File: src/rtl/pipelined_ripple_adder.sv
// Ripple-carry adder split into STAGES slices with a valid/ready pipeline and skew/deskew registers.
// Define ADDER_OVF_EN to add the two's-complement overflow output Ovf.
module pipelined_ripple_adder #(
    parameter int WIDTH  = 16,
    parameter int STAGES = 4
) (
    input  logic             Clock,
    input  logic             Reset_b,
    input  logic [WIDTH-1:0] A,
    input  logic [WIDTH-1:0] B,
    input  logic             Cin,
    input  logic             In_valid,
    output logic             In_ready,
    output logic [WIDTH-1:0] Sum,
    output logic             Cout,
    output logic             Out_valid,
`ifdef ADDER_OVF_EN
    output logic             Ovf,
`endif
    input  logic             Out_ready
);
    localparam int SLICE_W = WIDTH / STAGES;

    function automatic logic [SLICE_W:0] slice_add(input logic [SLICE_W-1:0] x,
                                                   input logic [SLICE_W-1:0] y,
                                                   input logic ci);
        return {1'b0, x} + {1'b0, y} + {{SLICE_W{1'b0}}, ci};
    endfunction

    // A stage advances when it is full and its successor is empty or advancing itself.
    function automatic logic [STAGES-1:0] advance_chain(input logic [STAGES-1:0] v,
                                                        input logic ordy);
        logic [STAGES-1:0] a;
        a = '0;
        a[STAGES-1] = v[STAGES-1] & ordy;
        for (int k = STAGES - 2; k >= 0; k--) begin
            a[k] = v[k] & (~v[k+1] | a[k+1]);
        end
        return a;
    endfunction

    logic [STAGES-1:0] vld_p;
    logic [STAGES-1:0] adv;
    logic [STAGES-1:0] ld;

    // Upper operand bits still to be added (right-aligned), sum slices shifted in from the top.
    logic [WIDTH-1:0]  a_p  [STAGES];
    logic [WIDTH-1:0]  b_p  [STAGES];
    logic [WIDTH-1:0]  s_p  [STAGES];
    logic              c_p  [STAGES];

    logic [WIDTH-1:0]  a_in [STAGES];
    logic [WIDTH-1:0]  b_in [STAGES];
    logic [WIDTH-1:0]  s_in [STAGES];
    logic              c_in [STAGES];
    logic [WIDTH-1:0]  a_nx [STAGES];
    logic [WIDTH-1:0]  b_nx [STAGES];
    logic [WIDTH-1:0]  s_nx [STAGES];
    logic              c_nx [STAGES];
    logic [SLICE_W:0]  r_nx [STAGES];

`ifdef ADDER_OVF_EN
    logic              sa_p [STAGES];
    logic              sb_p [STAGES];
`endif

    assign adv      = advance_chain(vld_p, Out_ready);
    assign In_ready = Reset_b & (~vld_p[0] | adv[0]);

    always_comb begin
        ld    = '0;
        ld[0] = In_valid & In_ready;
        for (int k = 1; k < STAGES; k++) begin
            ld[k] = adv[k-1];
        end
    end

    always_comb begin
        a_in[0] = A;
        b_in[0] = B;
        c_in[0] = Cin;
        s_in[0] = '0;
        for (int k = 1; k < STAGES; k++) begin
            a_in[k] = a_p[k-1];
            b_in[k] = b_p[k-1];
            c_in[k] = c_p[k-1];
            s_in[k] = s_p[k-1];
        end
        for (int k = 0; k < STAGES; k++) begin
            r_nx[k] = slice_add(a_in[k][SLICE_W-1:0], b_in[k][SLICE_W-1:0], c_in[k]);
            c_nx[k] = r_nx[k][SLICE_W];
            a_nx[k] = a_in[k] >> SLICE_W;
            b_nx[k] = b_in[k] >> SLICE_W;
            s_nx[k] = (s_in[k] >> SLICE_W) | (WIDTH'(r_nx[k][SLICE_W-1:0]) << (WIDTH - SLICE_W));
        end
    end

    always_ff @(posedge Clock) begin
        if (!Reset_b) begin
            vld_p <= '0;
        end else begin
            for (int k = 0; k < STAGES; k++) begin
                if (ld[k]) begin
                    vld_p[k] <= 1'b1;
                end else if (adv[k]) begin
                    vld_p[k] <= 1'b0;
                end
            end
        end
    end

    // Stage registers; the last stage drops the exhausted operands and is cleared on reset.
    always_ff @(posedge Clock) begin
        for (int k = 0; k < STAGES; k++) begin
            if (ld[k]) begin
                s_p[k] <= s_nx[k];
                c_p[k] <= c_nx[k];
                if (k < STAGES - 1) begin
                    a_p[k] <= a_nx[k];
                    b_p[k] <= b_nx[k];
                end
`ifdef ADDER_OVF_EN
                sa_p[k] <= (k == 0) ? A[WIDTH-1] : sa_p[(k == 0) ? 0 : k - 1];
                sb_p[k] <= (k == 0) ? B[WIDTH-1] : sb_p[(k == 0) ? 0 : k - 1];
`endif
            end
        end
        if (!Reset_b) begin
            s_p[STAGES-1] <= '0;
            c_p[STAGES-1] <= 1'b0;
`ifdef ADDER_OVF_EN
            sa_p[STAGES-1] <= 1'b0;
            sb_p[STAGES-1] <= 1'b0;
`endif
        end
    end

    assign Sum       = s_p[STAGES-1];
    assign Cout      = c_p[STAGES-1];
    assign Out_valid = vld_p[STAGES-1];
`ifdef ADDER_OVF_EN
    assign Ovf = (sa_p[STAGES-1] == sb_p[STAGES-1]) && (s_p[STAGES-1][WIDTH-1] != sa_p[STAGES-1]);
`endif

endmodule

File: config.mk
export PLATFORM = sky130hd
export DESIGN_NAME = pipelined_ripple_adder
export DESIGN_NICKNAME = d
export VERILOG_FILES = /design/src/rtl/pipelined_ripple_adder.sv
export SDC_FILE = /design/constraint.sdc
export NUM_CORES = 1
export LEC_CHECK = 0
export BUFFER_PORTS_ARGS = -buffer_cell sky130_fd_sc_hd__buf_2
export CAP_MARGIN = 20
export CORE_MARGIN = 3
export CORE_UTILIZATION = 55
export CTS_CLUSTER_DIAMETER = 150
export CTS_CLUSTER_SIZE = 40
export DETAILED_ROUTE_END_ITERATION = 8
export PLACE_DENSITY_LB_ADDON = 0.15
export SYNTH_ARGS = -nofsm -noshare
export SYNTH_HDL_FRONTEND = slang
export SYNTH_SLANG_ARGS = --single-unit
File: constraint.sdc
create_clock -name Clock -period 2.5 [get_ports Clock]
set_input_delay 0.25 -clock Clock [delete_from_list [all_inputs] [get_ports Clock]]
set_output_delay 0.25 -clock Clock [all_outputs]
set_load 0.01 [all_outputs]
==> results.md <==
* HP Start: A[8]
* Cell Int Power at 2470 µW
* Most frequent cell after synthesis: edfxtp_1
* Area after DPL at 4000 µm²
* Iter 0 DRT Violations at 90
* CTS Sinks at 96
* Post-synthesis cell type count at 25
* Cts repair resizes at 0
* Overflow after GRT at 0
* Most frequent cells after synthesis: edfxtp_1 (92), inv_1 (15), and2_1 (13)
* Met3 wire length at 273 µm
* Met2 WL at 2240 µm
* Static leakage at 0.00165 µW
* Status: finished clean
* First-pass GRT wire length at 7560 µm
* Share of cells above drive strength 1 at 27.4%
* Slew @ Worst Pin at 0.383 ns
* Rel. slew slack at 74.5%
* Final Net Count at 317
* Die X at 87.0 µm
* Routed wire length at 4550 µm
* P_sw at 569 µW
* Critical path launch point: a_p[0][0]
* Worst path arrival time at 1.98 ns
* Vias per inst at 4.86
* HP Class: in -> reg
* # Post-CTS Setup Buffers at 0
* Clk pin slew, worst setup/hold paths at 0.08 ns
* Worst Hold Path EP: a_p[0][4]
* Clk pwr share at 33.2%
* Inserted Diodes at 0
* Crit path time final at 1.88 ns
* Sequential share of power at 61.3%
* Type of element capturing the critical path: flip-flop
* R2R Path Start: a_p[0][0]
* Final Util at 68.4%
* Wl on met1 at 1940 µm
* Port Buffers at 55
* Drc violations at 0
* Yosys warning count at 0
* Ys flop type: edfxtp_1
* Fmax at 533 MHz
* Cell Area, Synth at 3600 µm²
* TritonRoute pass-1 iters at 4
* R2R Path End: c_p[1]
* PwrDens at 724 nW/µm²
* Vias at 1,643
* Standard-cell rows at 28
* Max-cap viol count at 0
* Antenna violations before repair at 0
* Peak VDD IR at 0.422 mV
* Effective utilization at floorplan at 58.8%
* Largest cells by area after synthesis: edfxtp_1 (77%), fa_1 (4.4%), ha_1 (4.2%), and2_1 (2.3%), dfxtp_1 (2.2%)
* Max incr delay on CP at 0.47 ns
* Top Metal Used: met4
* Worst hold slack at 0.0804 ns
* Seq/Total Area, Yosys at 78.9%
* Gp weighted congestion at 0.705
* Post-CTS Hold Fix Bufs at 0
* RSZ-0062 raised after global routing: no
* #FFs+latches synth at 96
* CTS tree: done
* Final Skew at 0.00549 ns
* Final instance area at 4200 µm²
* Io pins at 56
* H-tree Lvls at 3
* CP Data Required Time at 2.60 ns
* Clock root buffer: clkbuf_8
* Post-Syn Area per Cell at 18.8 µm²
* Number of synthesized flops with an enable pin at 92
* Synth area leader: edfxtp_1
* Post-Synthesis Cells at 192
* Total Power at 3040 µW
* Average wire per standard cell at 13.5 µm
* Combinational Power Share at 5.5%
* Syn Nets at 249
* Die Ht at 87.0 µm
* Clock Tree Buf Depth at 2
* Total track usage at 13.7%
* Worst path cell trace: fa_1, fa_1, a21o_1, a21o_1
* Synth top area share at 76.6%
* Post-synth ARST share at 0%
* CP Max Fanout at 2
* Setup tns final at 0 ns
* Top Family by Delay on Critical Path: adder cells
* CP Class: reg -> reg
* Die area at 7560 µm²
* Hold Path Stages at 1
* Final Cycle Share at 75.1%
* Num CTS Buffers at 9
* Sw Ratio at 18.7%
* Post-DP HPWL at 3040 µm
* Area growth syn-to-layout at 16.4%
* Critical path launch point type: flip-flop
* R2R cell count at 4
* Vias in the first global route at 1,697
* Core Area at 6130 µm²
* Max-slew violations at 0
* Setup Viol. Count Final at 0
* R2r setup slk at 0.62 ns
* Largest net degree at the start of global routing at 30
* CP bufs+invs at 0
* Endpoints failing hold at 0
* Routed Antenna Nets at 0
* Crit-path slowest cell: fa_1
* Worst skew pair latency at 0.34 ns
[stage by stage]
| stage | setup slack (ns) | cells |
|---|---|---|
| after floorplan | 0.356 | 192 |
| after global placement | 0.645 | 324 |
| after detailed placement | 0.629 | 324 |
| after CTS | 0.616 | 338 |
| after global routing | 0.554 | 338 |
| final | 0.622 | 338 |
[layout by cell type (no fill, tap or decap), types with 6 or more instances in the layout]
| cell | netlist | layout |
|---|---|---|
| edfxtp_1 | 92 | 92 |
| buf_2 | 0 | 55 |
| inv_1 | 15 | 15 |
| and2_1 | 13 | 13 |
| ha_1 | 12 | 12 |
| clkbuf_8 | 0 | 9 |
| nor2b_1 | 9 | 8 |
| fa_1 | 8 | 8 |
| a21oi_1 | 6 | 6 |
[registers in the layout (all words and copies together), names as in the netlist]
name	cells
s_p	40
a_p	24
b_p	24
c_p	4
vld_p	4
[routing by layer]
layer	track usage, %	up-vias
met3	4.35	11
met4	8.50	0
li1	-	832
met2	22.2	47
met5	0	-
met1	15.9	753
[worst max path at each step]
stage	end	cells after the start
3_5_place_dp	c_p[1]	4
4_1_cts	c_p[1]	4
3_3_place_gp	c_p[1]	4
2_1_floorplan	c_p[3]	2
6_report	c_p[1]	4
5_1_grt	c_p[1]	4
[final cells by class]
type / instances / area [µm²]
Tap cell: 75 / 93.8
Inverter: 15 / 56.3
Clock buffer: 10 / 128
Multi-Input combinational cell: 79 / 699
Fill cell: 401 / 1930
Timing Repair Buffer: 59 / 305
Sequential cell: 96 / 2840
Clock inverter: 4 / 71.3
[cell families after synthesis]
kind of cell / after synthesis / synth area share [%]
AO/OA/AOI/OAI: 19 / 3.33
XOR/XNOR: 6 / 1.46
adder cells (fa/ha/maj): 20 / 8.61
buffers and inverters: 17 / 1.80
flip-flops: 96 / 78.9
AND/OR/NAND/NOR: 34 / 5.94
[power by group through the flow]
stage | Combinational [µW] | Clock (µW) | Sequential [µW]
after global routing | 191 | 1120 | 1870
final | 167 | 1010 | 1860
after CTS | 171 | 1040 | 1860
after global placement | 163 | 0 | 1900
after detailed placement | 170 | 0 | 1900
after floorplan | 90.1 | 0 | 1900
Note: power is estimated with default switching activity, not from simulation.
